<file path="src/rtl/decode_stage.sv">
// RV32I decode stage with IF/ID pipeline register, JAL redirect back to fetch,
// stall/flush handling and a one-slot wrong-path squash after each taken JAL.
module decode_stage #(
    parameter logic [31:0] RESET_PC = 32'h0000_0000
) (
    input  logic        clk,
    input  logic        reset,
    input  logic        if_valid,
    input  logic [31:0] if_pc,
    input  logic [31:0] if_instruction,
    input  logic        stall,
    input  logic        flush,
    output logic        id_valid,
    output logic [31:0] id_pc,
    output logic [4:0]  id_rs1,
    output logic [4:0]  id_rs2,
    output logic [4:0]  id_rd,
    output logic [31:0] id_imm,
    output logic [2:0]  id_funct3,
    output logic [3:0]  id_alu_op,
    output logic        id_alu_src_imm,
    output logic        id_alu_src_pc,
    output logic        id_reg_write,
    output logic        id_mem_read,
    output logic        id_mem_write,
    output logic        id_branch,
    output logic        id_jalr,
    output logic        id_illegal,
    output logic        jump_taken,
    output logic [31:0] jump_target
);

    localparam logic [6:0] OPC_LUI    = 7'b0110111;
    localparam logic [6:0] OPC_AUIPC  = 7'b0010111;
    localparam logic [6:0] OPC_JAL    = 7'b1101111;
    localparam logic [6:0] OPC_JALR   = 7'b1100111;
    localparam logic [6:0] OPC_BRANCH = 7'b1100011;
    localparam logic [6:0] OPC_LOAD   = 7'b0000011;
    localparam logic [6:0] OPC_STORE  = 7'b0100011;
    localparam logic [6:0] OPC_OPIMM  = 7'b0010011;
    localparam logic [6:0] OPC_OP     = 7'b0110011;

    localparam logic [3:0] ALU_ADD    = 4'd0;
    localparam logic [3:0] ALU_SUB    = 4'd1;
    localparam logic [3:0] ALU_SLL    = 4'd2;
    localparam logic [3:0] ALU_SLT    = 4'd3;
    localparam logic [3:0] ALU_SLTU   = 4'd4;
    localparam logic [3:0] ALU_XOR    = 4'd5;
    localparam logic [3:0] ALU_SRL    = 4'd6;
    localparam logic [3:0] ALU_SRA    = 4'd7;
    localparam logic [3:0] ALU_OR     = 4'd8;
    localparam logic [3:0] ALU_AND    = 4'd9;
    localparam logic [3:0] ALU_PASS_B = 4'd10;

    // Strobe vector bit positions; every bit is gated by id_valid at the output.
    localparam int NUM_STROBES = 6;
    localparam int S_RW   = 0;
    localparam int S_MR   = 1;
    localparam int S_MW   = 2;
    localparam int S_BR   = 3;
    localparam int S_JALR = 4;
    localparam int S_ILL  = 5;

    function automatic logic [3:0] alu_from_funct3(input logic [2:0] f3,
                                                   input logic       bit30,
                                                   input logic       is_reg_op);
        logic [3:0] op;
        case (f3)
            3'd0:    op = (is_reg_op && bit30) ? ALU_SUB : ALU_ADD;
            3'd1:    op = ALU_SLL;
            3'd2:    op = ALU_SLT;
            3'd3:    op = ALU_SLTU;
            3'd4:    op = ALU_XOR;
            3'd5:    op = bit30 ? ALU_SRA : ALU_SRL;
            3'd6:    op = ALU_OR;
            default: op = ALU_AND;
        endcase
        return op;
    endfunction

    logic [31:0] ins;
    logic [31:0] imm_i, imm_s, imm_b, imm_u, imm_j;
    logic [31:0] dec_imm;
    logic [3:0]  dec_alu_op;
    logic        dec_src_imm, dec_src_pc, dec_is_jal;
    logic [NUM_STROBES-1:0] dec_strobe;

    assign ins   = if_instruction;
    assign imm_i = {{20{ins[31]}}, ins[31:20]};
    assign imm_s = {{20{ins[31]}}, ins[31:25], ins[11:7]};
    assign imm_b = {{19{ins[31]}}, ins[31], ins[7], ins[30:25], ins[11:8], 1'b0};
    assign imm_u = {ins[31:12], 12'b0};
    assign imm_j = {{11{ins[31]}}, ins[31], ins[19:12], ins[20], ins[30:21], 1'b0};

    always_comb begin
        dec_imm     = 32'd0;
        dec_alu_op  = ALU_ADD;
        dec_src_imm = 1'b0;
        dec_src_pc  = 1'b0;
        dec_is_jal  = 1'b0;
        dec_strobe  = '0;
        case (ins[6:0])
            OPC_LUI: begin
                dec_imm = imm_u; dec_alu_op = ALU_PASS_B; dec_src_imm = 1'b1;
                dec_strobe[S_RW] = 1'b1;
            end
            OPC_AUIPC: begin
                dec_imm = imm_u; dec_src_imm = 1'b1; dec_src_pc = 1'b1;
                dec_strobe[S_RW] = 1'b1;
            end
            OPC_JAL: begin
                dec_imm = imm_j; dec_src_pc = 1'b1; dec_is_jal = 1'b1;
                dec_strobe[S_RW] = 1'b1;
            end
            OPC_JALR: begin
                dec_imm = imm_i; dec_src_imm = 1'b1;
                dec_strobe[S_RW] = 1'b1; dec_strobe[S_JALR] = 1'b1;
            end
            OPC_BRANCH: begin
                dec_imm = imm_b; dec_alu_op = ALU_SUB;
                dec_strobe[S_BR] = 1'b1;
            end
            OPC_LOAD: begin
                dec_imm = imm_i; dec_src_imm = 1'b1;
                dec_strobe[S_RW] = 1'b1; dec_strobe[S_MR] = 1'b1;
            end
            OPC_STORE: begin
                dec_imm = imm_s; dec_src_imm = 1'b1;
                dec_strobe[S_MW] = 1'b1;
            end
            OPC_OPIMM: begin
                dec_imm = imm_i; dec_src_imm = 1'b1;
                dec_alu_op = alu_from_funct3(ins[14:12], ins[30], 1'b0);
                dec_strobe[S_RW] = 1'b1;
            end
            OPC_OP: begin
                dec_alu_op = alu_from_funct3(ins[14:12], ins[30], 1'b1);
                dec_strobe[S_RW] = 1'b1;
            end
            default: dec_strobe[S_ILL] = 1'b1;
        endcase
        // Writes to x0 are architectural no-ops, so never request them.
        if (ins[11:7] == 5'd0)
            dec_strobe[S_RW] = 1'b0;
    end

    logic        valid_reg, squash_pending_reg, jump_taken_reg;
    logic [31:0] pc_reg, imm_reg, jump_target_reg;
    logic [4:0]  rs1_reg, rs2_reg, rd_reg;
    logic [2:0]  funct3_reg;
    logic [3:0]  alu_op_reg;
    logic        src_imm_reg, src_pc_reg;
    logic [NUM_STROBES-1:0] strobe_reg;
    logic        valid_next, jal_capture;

    assign valid_next  = if_valid & ~squash_pending_reg;
    assign jal_capture = valid_next & dec_is_jal;

    always_ff @(posedge clk or posedge reset) begin
        if (reset) begin
            valid_reg          <= 1'b0;
            squash_pending_reg <= 1'b0;
            jump_taken_reg     <= 1'b0;
            jump_target_reg    <= 32'd0;
            pc_reg             <= RESET_PC;
            imm_reg            <= 32'd0;
            rs1_reg            <= 5'd0;
            rs2_reg            <= 5'd0;
            rd_reg             <= 5'd0;
            funct3_reg         <= 3'd0;
            alu_op_reg         <= 4'd0;
            src_imm_reg        <= 1'b0;
            src_pc_reg         <= 1'b0;
            strobe_reg         <= '0;
        end else if (flush) begin
            valid_reg          <= 1'b0;
            jump_taken_reg     <= 1'b0;
            squash_pending_reg <= 1'b0;
        end else if (stall) begin
            // Redirect is a single-cycle pulse; fetch has already seen it.
            jump_taken_reg     <= 1'b0;
        end else begin
            valid_reg          <= valid_next;
            squash_pending_reg <= jal_capture;
            jump_taken_reg     <= jal_capture;
            jump_target_reg    <= if_pc + imm_j;
            pc_reg             <= if_pc;
            imm_reg            <= dec_imm;
            rs1_reg            <= ins[19:15];
            rs2_reg            <= ins[24:20];
            rd_reg             <= ins[11:7];
            funct3_reg         <= ins[14:12];
            alu_op_reg         <= dec_alu_op;
            src_imm_reg        <= dec_src_imm;
            src_pc_reg         <= dec_src_pc;
            strobe_reg         <= dec_strobe;
        end
    end

    logic [NUM_STROBES-1:0] strobe_out;

    generate
        for (genvar gi = 0; gi < NUM_STROBES; gi++) begin : g_strobe_gate
            assign strobe_out[gi] = strobe_reg[gi] & valid_reg;
        end
    endgenerate

    assign id_valid       = valid_reg;
    assign id_pc          = pc_reg;
    assign id_rs1         = rs1_reg;
    assign id_rs2         = rs2_reg;
    assign id_rd          = rd_reg;
    assign id_imm         = imm_reg;
    assign id_funct3      = funct3_reg;
    assign id_alu_op      = alu_op_reg;
    assign id_alu_src_imm = src_imm_reg;
    assign id_alu_src_pc  = src_pc_reg;
    assign id_reg_write   = strobe_out[S_RW];
    assign id_mem_read    = strobe_out[S_MR];
    assign id_mem_write   = strobe_out[S_MW];
    assign id_branch      = strobe_out[S_BR];
    assign id_jalr        = strobe_out[S_JALR];
    assign id_illegal     = strobe_out[S_ILL];
    assign jump_taken     = jump_taken_reg & valid_reg;
    assign jump_target    = jump_target_reg;

endmodule

</file>
<file path="config.mk">
export PLATFORM = sky130hd
export DESIGN_NAME = decode_stage
export DESIGN_NICKNAME = d
export VERILOG_FILES = /design/src/rtl/decode_stage.sv
export SDC_FILE = /design/constraint.sdc
export NUM_CORES = 1
export LEC_CHECK = 0
export CELL_PAD_IN_SITES_DETAIL_PLACEMENT = 2
export CELL_PAD_IN_SITES_GLOBAL_PLACEMENT = 2
export CORE_MARGIN = 2
export CORE_UTILIZATION = 28
export DETAILED_ROUTE_END_ITERATION = 10
export PLACE_DENSITY = 0.82
export SYNTH_ARGS = -nofsm -noshare
export SYNTH_HDL_FRONTEND = slang
export SYNTH_SLANG_ARGS = --single-unit
</file>
<file path="constraint.sdc">
create_clock -name clk -period 4.9 [get_ports clk]
set_input_delay 0.49 -clock clk [delete_from_list [all_inputs] [get_ports clk]]
set_output_delay 0.49 -clock clk [all_outputs]
set_load 0.02 [all_outputs]
</file>
==> reports/results.ini <==
[routing]
dr.pass1.iters=4
via_per_inst=5.123
first_iter_violations=323
drtAntennaViolNets=0
drc=0
vias=6850
wire_per_inst_um=20.59
wl_mm=27.53

[timing]
hold_viol=0
period_share_pct=65.97
drv_slew=0
tightest_slew_ns=0.9192
setup_viol=0
skew_ns=0.002213
timing.fmax_mhz=309.3
fin_crit_ns=3.233
setup_tns_ns=0
relSlewSlack_pct=38.72
rsz0062_at_grt=false

[power]
power_frac_seq_pct=34.4
leakage_nw=4.414
swShare_pct=31.09
p_switching_mw=1.135
peakVddDrop_uv=144.1
p_per_area_nw_per_um2=369.5
p_clk_share_pct=38.8
p_int_mw=2.515
comb_power_share_pct=26.8

[final_layout]
nets=1100
fin_util_pct=40.38
layout_common_cells=246 x nand2_1, 196 x clkdlybuf4s50_1, 128 x dfrtp_1
drive_above_1_share_pct=5.331
num_antenna_cells=0
postLayoutCellArea_um2=9878
layout_commonest_cell=nand2_1
area_growth_pct=41.06
final_cells=1337

[setup_path]
worst-endpoint-required_ns=5.21
worstSetupEndpointType=flop
critPathArrivalTime_ns=3.54
startpoint_type=primary input
worstPathMaxFanout=16
worstSetupPathType=in2reg

[clock_tree]
postCtsSetupBuffers=0
hold_buffers=0
cts_resized=0
cts-root-buf=clkbuf_16
clkTransAtPathRegs_ns=0.06
cts_num_sinks=128
clk_path_buf_depth=2
numCtsBuffers=17
clkLatencyLatePin_ns=0.42
cts_max_level=4
tritoncts=done

[die]
die_h_um=162.1
core_area_um2=24460
num_io_pins=197
core.rowCount=57
die-area_um2=26290
die_x_um=162.1
initial_utilization_pct=28.63

[grt]
grt_max_degree=96
grt_pass1_vias=7549
grt_pass1_wl_mm=43.31
track_usage_pct=21.35
antenna_found_initial=0
gr-total-overflow=0

[synthesis]
synth_flop_cell=dfrtp_1
synth_cell_types=68
post_synth.cell_area_avg_um2=8.488
synth_edf_count=0
syn_area_um2=7003
yosys_warnings=0
syn_nets=925
ys_seq_area_share_pct=45.74
postSynth.asyncResetShare_pct=100.0
synth_cells=825
yosys_register_bits=128

[min_path]
hp-class=reg2reg

[job]
cap_viol_max_count=0

[place]
place_inst=1305
routabilityCongestion=0.8427
port_buffers=196
post_dp_cell_area_um2=9228
dp_hpwl_mm=20.29

[status]
status=finished clean

metal layers:
metal  up-vias  GRT usage (%)  part of all wire, %
li1       3208              -                    -
met1      3457          26.98                   44
met2       162          37.49                   50
met3        23          4.673                  4.3
met4         0          4.586                  1.2
met5         -              0                    0
Yosys cell counts, types with 3 or more instances:
cell type | instances | area [um2]
mux2i_1 | 3 | 30.03
nor2_1 | 46 | 172.7
nand3_1 | 44 | 220.2
o21ai_1 | 5 | 25.02
nor3_1 | 8 | 40.04
o31ai_1 | 4 | 30.03
buf_1 | 6 | 22.52
buf_2 | 6 | 30.03
dfrtp_1 | 128 | 3203
o21a_1 | 6 | 45.04
ha_1 | 30 | 375.4
xor2_1 | 12 | 105.1
nand2b_1 | 6 | 37.54
and2_1 | 11 | 68.82
o21ai_0 | 61 | 305.3
a221oi_1 | 7 | 61.31
o211ai_1 | 5 | 37.54
xnor2_1 | 12 | 105.1
nand2_1 | 246 | 923.4
and3_1 | 7 | 43.79
a21o_1 | 13 | 97.59
inv_1 | 9 | 33.78
o22ai_1 | 3 | 18.77
a31oi_1 | 9 | 56.30
a22o_1 | 6 | 52.55
o21bai_1 | 3 | 22.52
nand4_1 | 9 | 56.30
clkbuf_1 | 28 | 105.1
a21oi_1 | 41 | 205.2
critical path, stage by stage:
cell	delay [ns]
clkdlybuf4s50_1	0.85
ha_1	0.64
a21oi_2	0.25
o21ai_0	0.12
a21o_1	0.19
a2111oi_0	0.42
o21bai_1	0.14
o21a_1	0.20
o31a_1	0.23
cell type report:
cell class | count | area [um2]
Sequential cell | 128 | 3203
Multi-Input combinational cell | 642 | 3573
Timing Repair Buffer | 202 | 2007
Clock buffer | 23 | 498.0
Tap cell | 324 | 405.4
Fill cell | 2695 | 14580
Clock inverter | 9 | 152.6
Inverter | 9 | 38.79
path summary, 6_finish.rpt:
path                                         start                  to  slack [ns]  depth (start not counted)
worst min register to register       strobe_reg[0]       strobe_reg[0]        0.47                          2
worst min-delay path                 strobe_reg[0]       strobe_reg[0]        0.47                          2
max in group asynchronous                    reset     jump_target[25]        3.23                          3
min in group asynchronous                    reset            id_pc[0]        0.62                          2
worst max-delay path            if_instruction[31]     jump_target[31]        1.67                          9
worst max register to register  squash_pending_reg  squash_pending_reg        3.91                          3
power groups by stage:
stage               registers [mW]  logic (mW)  clock network (mW)
CTS                           1.26       0.990                1.45
global placement              1.27       0.957                   0
floorplan                     1.42       0.354                   0
global route                  1.27        1.06                1.49
detailed placement            1.27       0.979                   0
finish                        1.26       0.977                1.42
cells by family (layout without fill, tap and decap cells):
logic type      after synthesis  count (layout)  synth area share [%]
simple gates                394             394                 24.19
compound gates              189             189                 17.46
mux                           4               4                0.5896
xor+xnor                     24              24                 3.002
fa+ha+maj                    31              31                 5.646
flops                       128             128                 45.74
buf+inv                      55             243                 3.377
metrics by stage:
step                power, mW  setup slack (ns)  hold WS [ns]
global route            3.825             1.522        0.5021
floorplan               1.769            0.9974        0.4349
CTS                     3.697             1.685        0.4769
finish                  3.650             1.667        0.4694
detailed placement      2.252             1.254        0.4636
global placement        2.228             1.326        0.4549
Power figures use the tool's default switching activity.
